$ cat src/rtl/n2_com_dp_32x84_qctl.sv
// Queue controller that drives a 32x84 two-port register-file array as a push/pop FIFO.
// A 2-entry skid buffer absorbs the array's one-cycle registered read latency.
module n2_com_dp_32x84_qctl #(
  parameter int WIDTH = 84,
  parameter int DEPTH = 32,
  parameter int AW    = 5
) (
  input  logic             l2clk,
  input  logic             rst_l,
  input  logic             flush,
  input  logic             push_vld,
  input  logic [WIDTH-1:0] push_data,
  output logic             push_rdy,
  output logic             pop_vld,
  output logic [WIDTH-1:0] pop_data,
  input  logic             pop_rdy,
  output logic [5:0]       entry_cnt,
  output logic             wr_en,
  output logic [AW-1:0]    wr_adr,
  output logic [WIDTH-1:0] din,
  output logic             rd_en,
  output logic [AW-1:0]    rd_adr,
  input  logic [WIDTH-1:0] dout
);

  localparam logic [AW:0] FULL_CNT = (AW+1)'(DEPTH);

  logic [AW:0]      wr_ptr_q, wr_ptr_d;
  logic [AW:0]      rd_ptr_q, rd_ptr_d;
  logic [AW:0]      arr_cnt;
  logic [1:0]       skid_cnt_q, skid_cnt_d, cnt_after_pop;
  logic [WIDTH-1:0] skid_q [2];
  logic [WIDTH-1:0] skid_d [2];
  logic             rd_inflight_q;
  logic             active_q;
  logic             push_fire, pop_fire;
  logic [2:0]       occ;

  // Pointers carry a wrap bit, so the modulo difference distinguishes empty (0) from full (32).
  assign arr_cnt   = wr_ptr_q - rd_ptr_q;

  assign push_rdy  = active_q & ~flush & (arr_cnt < FULL_CNT);
  assign push_fire = push_vld & push_rdy;
  assign wr_en     = push_fire;
  assign wr_adr    = wr_ptr_q[AW-1:0];
  assign din       = push_data;

  assign pop_vld   = (skid_cnt_q != 2'd0);
  assign pop_data  = pop_vld ? skid_q[0] : '0;
  assign pop_fire  = pop_vld & pop_rdy;

  // Only issue a read if the skid will have a free slot when its data lands.
  assign occ       = {1'b0, skid_cnt_q} + {2'b0, rd_inflight_q} - {2'b0, pop_fire};
  assign rd_en     = ~flush & (arr_cnt != '0) & (occ <= 3'd1);
  assign rd_adr    = rd_ptr_q[AW-1:0];

  assign entry_cnt = arr_cnt + {{(AW-1){1'b0}}, skid_cnt_q} + {{AW{1'b0}}, rd_inflight_q};

  // NOTE: every variable gets a default at the top of always_comb so no path can infer a latch.
  always_comb begin
    wr_ptr_d      = wr_ptr_q + {{AW{1'b0}}, push_fire};
    rd_ptr_d      = rd_ptr_q + {{AW{1'b0}}, rd_en};
    skid_d[0]     = skid_q[0];
    skid_d[1]     = skid_q[1];
    cnt_after_pop = skid_cnt_q - {1'b0, pop_fire};
    skid_cnt_d    = cnt_after_pop + {1'b0, rd_inflight_q};

    if (pop_fire) skid_d[0] = skid_q[1];
    if (rd_inflight_q) begin
      if (cnt_after_pop == 2'd0) skid_d[0] = dout;
      else                       skid_d[1] = dout;
    end

    // Flush drops the skid and any in-flight read; the read side catches up to the write side.
    if (flush) begin
      rd_ptr_d   = wr_ptr_q;
      skid_cnt_d = 2'd0;
    end
  end

  // NOTE: sequential state uses non-blocking assignments so all registers update together.
  always_ff @(posedge l2clk or negedge rst_l) begin
    if (!rst_l) begin
      wr_ptr_q      <= '0;
      rd_ptr_q      <= '0;
      skid_cnt_q    <= 2'd0;
      rd_inflight_q <= 1'b0;
      active_q      <= 1'b0;
    end else begin
      wr_ptr_q      <= wr_ptr_d;
      rd_ptr_q      <= rd_ptr_d;
      skid_cnt_q    <= skid_cnt_d;
      rd_inflight_q <= rd_en;
      active_q      <= 1'b1;
    end
  end

  // NOTE: skid data storage has no reset; skid_cnt_q qualifies it and pop_data is masked when empty.
  always_ff @(posedge l2clk) begin
    skid_q[0] <= skid_d[0];
    skid_q[1] <= skid_d[1];
  end

endmodule

$ cat config.mk
export PLATFORM = sky130hd
export DESIGN_NAME = n2_com_dp_32x84_qctl
export DESIGN_NICKNAME = d
export VERILOG_FILES = /design/src/rtl/n2_com_dp_32x84_qctl.sv
export SDC_FILE = /design/constraint.sdc
export NUM_CORES = 1
export LEC_CHECK = 0
export CORE_AREA = 2 2 191 155
export CTS_CLUSTER_DIAMETER = 40
export DETAILED_ROUTE_END_ITERATION = 8
export DIE_AREA = 0 0 193 157
export GPL_TIMING_DRIVEN = 0
export PLACE_DENSITY = 0.66
export SLEW_MARGIN = 20
export SYNTH_ARGS = -nofsm -noshare
export SYNTH_HDL_FRONTEND = slang
export SYNTH_SLANG_ARGS = --single-unit
$ cat constraint.sdc
create_clock -name l2clk -period 5.65 [get_ports l2clk]
set_input_delay 1.4125 -clock l2clk [delete_from_list [all_inputs] [get_ports l2clk]]
set_output_delay 1.4125 -clock l2clk [all_outputs]
set_load 0.02 [all_outputs]
==> results of run 1 <==
-- repair_timing --
action                                  CTS  global route
hold endpoints to repair                  0             0
endpoints found under the setup margin    1             1
gates resized for setup                   1             1
-- routing by layer --
layer  vias up  global-route usage [%]
li1       3049                       -
met2       181                    23.9
met1      2918                    19.0
met5         -                       0
met4         4                    3.75
met3        17                    4.84
-- where the power goes --
part	internal (mW)	switching, mW
Sequential	1.83	0.192
Clock	0.631	0.501
Combinational	1.35	1.56
-- final timing paths --
check                      slack (ns)           start             to
setup / recovery                 0.17         pop_rdy          rd_en
hold / removal                   0.51  skid_q[0][130]  skid_q[0][46]
setup reg to reg                 2.17   skid_cnt_q[1]    rd_ptr_q[5]
hold reg to reg                  0.51  skid_q[0][130]  skid_q[0][46]
min in group asynchronous        1.40           rst_l  rd_inflight_q
max in group asynchronous        3.79           rst_l       active_q
-- cells in the final DEF, fill, tap and decap left out, drive strengths merged, types with 2 or more instances in the layout --
cell,Yosys,routed
and2,87,87
inv,15,16
nand2,93,93
buf,115,119
nor3,4,4
nand3,7,7
nor2,7,7
mux2i,84,84
clkbuf,17,42
dfrtp,16,16
xor2,7,7
o21ai,92,92
fa,4,4
clkinv,0,4
dfxtp,84,84
ha,12,12
a21oi,4,4
mux2,2,2
xnor2,12,12
a21o,2,2
clkdlybuf4s50,0,275
edfxtp,84,84
-- critical path, cell delays in order --
cell	delay [ns]
clkdlybuf4s50_1	0.50
nand2_2	0.16
buf_6	0.21
buf_6	0.21
xnor2_1	0.14
ha_1	0.16
inv_1	0.05
fa_1	0.38
xnor2_1	0.15
nand3b_1	0.11
a21oi_2	0.20
dlygate4sd2_1	0.37
-- area by class of cell --
| cell class | count | area share [%] |
|---|---|---|
| repair buffers | 280 | 23.3 |
| inverters | 15 | 0.459 |
| flip-flops and latches | 184 | 37.5 |
| clock inverters | 7 | 0.571 |
| well taps | 370 | 3.77 |
| plain buffers | 132 | 7.57 |
| multi-input cells | 425 | 23.0 |
| clock buffers | 25 | 3.87 |
-- through the flow --
| step | cell area, um^2 | setup slack [ns] | setup TNS [ns] |
|---|---|---|---|
| final | 12300 | 0.172 | 0 |
| after global routing | 12300 | 0.00147 | 0 |
| after CTS | 12300 | 0.0389 | 0 |
| after detailed placement | 11700 | -0.253 | -0.253 |
| after global placement | 11600 | -2.92 | -245.09 |
| after floorplan | 8400 | 0.109 | 0 |
-- sequential cells by signal, summed over array words and instances, names as in the netlist --
register       count
active_q           1
rd_inflight_q      1
rd_ptr_q           6
skid_cnt_q         2
skid_q           168
wr_ptr_q           6
-- cells by family after synthesis --
logic type | after synthesis
compound gates | 100
xor+xnor | 19
fa+ha+maj | 16
buf+inv | 147
flops | 184
mux | 86
other cells | 1
simple gates | 203
==> impl_metrics.py, run 1 <==
metrics = {
    "power": {
        "vdd_drop_max_v": 0.000228,
        "powerDensity_nw_per_um2": 494,
        "p_leak_nw": 5.20,
        "p_total_mw": 6.06,
    },
    "synth": {
        "yosys.area_share.adder_pct": 2.74,
        "yosysMostFrequentCell": "buf_4",
        "synthMuxAreaShare_pct": 10.3,
        "yosys.area_share.simple_pct": 12.2,
        "post-synth-top-area-cell": "edfxtp_1",
        "synth-compound-area-share_pct": 6.13,
        "syn_avg_cell_area_um2": 11.1,
        "synth_area_um2": 8400,
        "synth_cell_types": 36,
        "synth_top_family_by_area": "simple AND/OR/NAND/NOR gates",
        "syn_nets": 945,
        "synth_enable_flop_cells": 84,
        "synthFlopType": "edfxtp_1",
        "synth_xor_area_share_pct": 2.07,
        "synth_top_area_share_pct": 30.0,
        "yosys_warnings": 0,
        "ys_seq_elements": 184,
        "synth_cells": 756,
        "ys_top_cells_by_count": "buf_4, nand2_1, and2_1",
        "async_reset_ff_share_pct": 8.70,
        "ys_seq_area_share_pct": 54.8,
        "synth_area_leaders": "edfxtp_1, dfxtp_1, mux2i_1",
    },
    "worst_setup_path": {
        "end_kind": "output pin",
        "rr_worst_depth": 17,
        "critical_path_class": "primary input to output pin",
        "cp-start-kind": "primary input",
        "required_ns": 4.24,
        "cp.arrival_ns": 4.07,
        "path_max_fanout": 10,
    },
    "die": {
        "rows": 55,
        "initial_core_util_pct": 29.8,
        "ios": 361,
        "die_width_um": 193,
        "coreArea_um2": 28200,
        "dieArea_um2": 30300,
        "fp.dieH_um": 157,
    },
    "route": {
        "via_per_inst": 4.29,
        "drtPass1Iterations": 4,
        "routedWlPerCell_um": 15.7,
        "routed-wl-met2_mm": 10.6,
        "wl_met1_mm": 10.2,
        "vias": 6169,
        "drc": 0,
        "wl_met3_mm": 1.67,
        "totalWireLength_mm": 22.6,
        "initialDrtViolationCount": 299,
        "highest_layer": "met5",
        "ant_nets": 0,
    },
    "final_layout": {
        "multi_input_area_um2": 2820,
        "drive_gt1_share_pct": 14.6,
        "fin_util_pct": 43.5,
        "synthToLayoutAreaGrowth_pct": 46.2,
        "layout.nets": 1244,
        "ff_latch_area_um2": 4600,
        "antennaDiodeCount": 0,
        "fill_cells": 2685,
        "final-instance-count-excl-fill": 1438,
    },
    "timing": {
        "hold_slack_ns": 0.510,
        "rsz0062_at_grt": "no",
        "setup_violations": 0,
        "final_hold_viol_count": 0,
        "min_period_ns": 5.48,
        "fin_skew_ns": 0.0161,
        "worstMarginPinSlew_ns": 0.704,
        "slew_headroom_pct": 52.9,
        "fmax_mhz": 183,
        "min_period_over_period_pct": 97.0,
        "slew_viol_final": 0,
    },
    "cts": {
        "clk_pin_slew_ns": 0.07,
        "clk_latency_ns": 0.44,
        "cts_sinks": 184,
        "postCtsSetupBuffers": 0,
        "tritoncts": "yes",
        "cts-root-buf": "clkbuf_16",
        "cts_buffers": 17,
        "htreeDepth": 4,
        "ctsLongestPathBuffers": 2,
        "ctsHoldBuffers": 0,
    },
    "grt": {
        "grt_max_degree": 25,
        "grt_pass1_vias": 6261,
        "grt_usage_pct": 14.8,
        "grt_antenna_before_repair": 2,
        "overflow": 0,
        "grt_pass1_wl_mm": 34.1,
    },
    "hold_path": {
        "whs_path_depth": 2,
        "min-delay-path-class": "flip-flop to flip-flop",
    },
    "place": {
        "io_buffers": 276,
        "dp_hpwl_mm": 16.7,
        "gp_congestion": 0.780,
        "dpl.cell_count": 1406,
    },
    "status": {
        "outcome": "finished, final reports clean",
    },
    "job": {
        "maxCapViolations": 0,
    },
}
(Power assumes the default switching activity.)
==> run 2: changes to the inputs <==
--- a/config.mk
+++ b/config.mk
@@ -10,7 +10,7 @@
 export DETAILED_ROUTE_END_ITERATION = 8
 export DIE_AREA = 0 0 193 157
 export GPL_TIMING_DRIVEN = 0
-export PLACE_DENSITY = 0.66
+export PLACE_DENSITY = 0.58
 export SLEW_MARGIN = 20
 export SYNTH_ARGS = -nofsm -noshare
 export SYNTH_HDL_FRONTEND = slang
==> impl_metrics.py, run 2 (synthesis gave the netlist of run 1 again) <==
metrics = {
    "cts": {
        "htreeDepth": 4,
        "clk_pin_slew_ns": 0.07,
        "cts_sinks": 184,
        "postCtsSetupBuffers": 0,
        "ctsHoldBuffers": 0,
        "clk_latency_ns": 0.43,
        "cts-root-buf": "clkbuf_16",
        "tritoncts": "yes",
        "ctsLongestPathBuffers": 2,
        "post_cts_resized": 1,
        "cts_buffers": 17,
    },
    "final_layout": {
        "layout.nets": 1244,
        "layout_common_cells": "clkdlybuf4s50_1, buf_4, nand2_1",
        "regMostFlops": "skid_q",
        "fill_cells": 2770,
        "synthToLayoutAreaGrowth_pct": 46.8,
        "drive_gt1_share_pct": 15.1,
        "largest_reg_flops": 168,
        "top_regs": "skid_q: 168 flops, rd_ptr_q: 6 flops, wr_ptr_q: 6 flops",
        "fin_area_um2": 12300,
        "layout_commonest_cell": "clkdlybuf4s50_1",
        "antennaDiodeCount": 0,
    },
    "route": {
        "ant_nets": 0,
        "via_per_inst": 4.28,
        "drc": 0,
        "routed-wl-met2_mm": 10.2,
        "routedWlPerCell_um": 15.7,
        "vias": 6152,
        "wl_met1_mm": 10.3,
        "drtPass1Iterations": 4,
        "initialDrtViolationCount": 323,
        "wl_met3_mm": 1.76,
        "highest_layer": "met4",
        "totalWireLength_mm": 22.5,
    },
    "power": {
        "vdd_drop_max_v": 0.000266,
        "internal-power_mw": 3.84,
        "p_switching_mw": 2.27,
        "pwr-share-seq_pct": 33.0,
        "switching_share_pct": 37.2,
        "power_frac_clock_pct": 19.6,
        "powerDensity_nw_per_um2": 496,
        "p_leak_nw": 5.22,
        "comb_power_share_pct": 47.4,
        "p_total_mw": 6.11,
    },
    "timing": {
        "min_period_ns": 5.42,
        "worstMarginPinSlew_ns": 0.742,
        "final_hold_viol_count": 0,
        "worst_slack_ns": 0.233,
        "rsz0062_at_grt": "no",
        "slew_headroom_pct": 50.4,
        "fmax_mhz": 185,
        "min_period_over_period_pct": 95.9,
        "slew_viol_final": 0,
        "setup_violations": 0,
        "fin_skew_ns": 0.00685,
    },
    "worst_setup_path": {
        "critical_path_class": "primary input to output pin",
        "r2r_end": "rd_ptr_q[5]",
        "cp-start-kind": "primary input",
        "required_ns": 4.24,
        "rrSetupSlack_ns": 2.17,
        "end_kind": "output pin",
        "crit_start": "pop_rdy",
        "path_max_fanout": 10,
        "crit_end": "rd_en",
        "rr_worst_depth": 17,
        "r2r-start": "skid_cnt_q[1]",
        "cp.arrival_ns": 4.00,
    },
    "status": {
        "outcome": "finished, final reports clean",
    },
    "grt": {
        "overflow": 0,
        "grt_usage_pct": 14.5,
        "grt_pass1_vias": 6079,
        "grt_antenna_before_repair": 0,
        "grt_max_degree": 21,
        "grt_pass1_wl_mm": 33.4,
    },
    "place": {
        "placed_area_um2": 11700,
        "dpl_worst_slack_ns": -0.215,
        "dp_hpwl_mm": 16.7,
        "io_buffers": 276,
        "gp_congestion": 0.778,
    },
    "die": {
        "dieArea_um2": 30300,
        "initial_core_util_pct": 29.8,
        "ios": 361,
        "fp.dieH_um": 157,
        "die_width_um": 193,
        "coreArea_um2": 28200,
        "rows": 55,
    },
    "hold_path": {
        "min-delay-path-class": "flip-flop to flip-flop",
    },
    "job": {
        "maxCapViolations": 0,
    },
}
run 2: cell count changes in the layout (fill, tap and decap cells not counted), sizes merged:
cell and delta:
clkinvlp +1, clkinv +1, clkbuf -6, inv +3
bufinv +1
run 2: power by group through the flow:
stage          Combinational [mW]  Clock, mW  Sequential [mW]
3_5_place_dp                 2.93          0             2.05
3_3_place_gp                 2.89          0             2.05
6_report                     2.90       1.20             2.02
2_1_floorplan                1.77          0             2.00
5_1_grt                      3.17       1.29             2.07
4_1_cts                      2.94       1.24             2.02
run 2: worst max-delay path: stages:
cell	delay, ns
clkdlybuf4s50_1	0.48
nand2_2	0.15
buf_6	0.21
buf_6	0.21
xnor2_1	0.14
ha_1	0.16
inv_1	0.05
fa_1	0.37
xnor2_1	0.15
nand3b_1	0.11
a21oi_2	0.19
dlygate4sd2_1	0.37
run 2: area by class of cell:
cell class	instances	area, um^2	share of cell area, %
Clock buffer	19	443	3.59
Buffer	132	928	7.53
Tap cell	370	463	3.76
Multi-Input combinational cell	425	2820	22.9
Clock inverter	13	145	1.18
Sequential cell	184	4600	37.4
Timing Repair Buffer	280	2860	23.2
Inverter	15	56.3	0.457
run 2: how the worst min path moves through the flow:
stage,startpoint,end,slack [ns],cells past startpoint
after floorplan,skid_q[0][116],skid_q[0][32],0.48,2
after global placement,skid_q[0][116],skid_q[0][32],0.49,2
after detailed placement,skid_q[0][126],skid_q[0][42],0.50,2
after CTS,skid_q[0][127],skid_q[0][43],0.52,2
after global routing,skid_q[0][127],skid_q[0][43],0.53,2
final,skid_q[0][131],skid_q[0][47],0.51,2
run 2: per-stage QoR:
| step | hold slack (ns) | util [%] | instances | TNS [ns] |
|---|---|---|---|---|
| 3_3_place_gp | 0.487 | 41.2 | 1402 | -242.57 |
| 4_1_cts | 0.518 | 43.7 | 1438 | 0 |
| 6_report | 0.515 | 43.7 | 1438 | 0 |
| 3_5_place_dp | 0.499 | 41.6 | 1406 | -0.215 |
| 5_1_grt | 0.529 | 43.7 | 1438 | 0 |
| 2_1_floorplan | 0.482 | - | 756 | 0 |
run 2: layer usage:
metal | track usage [%] | vias up
li1 | - | 3061
met1 | 19.4 | 2904
met2 | 22.0 | 169
met3 | 5.42 | 18
met4 | 3.72 | 0
met5 | 0 | -
==> run 3: changes to the inputs <==
--- a/config.mk
+++ b/config.mk
@@ -6,7 +6,7 @@
 export NUM_CORES = 1
 export LEC_CHECK = 0
 export CORE_AREA = 2 2 191 155
-export CTS_CLUSTER_DIAMETER = 40
+export CTS_CLUSTER_DIAMETER = 100
 export DETAILED_ROUTE_END_ITERATION = 8
 export DIE_AREA = 0 0 193 157
 export GPL_TIMING_DRIVEN = 0
==> results of run 3 <==
The final DEF is identical to that of run 2; final timing and power are the same.
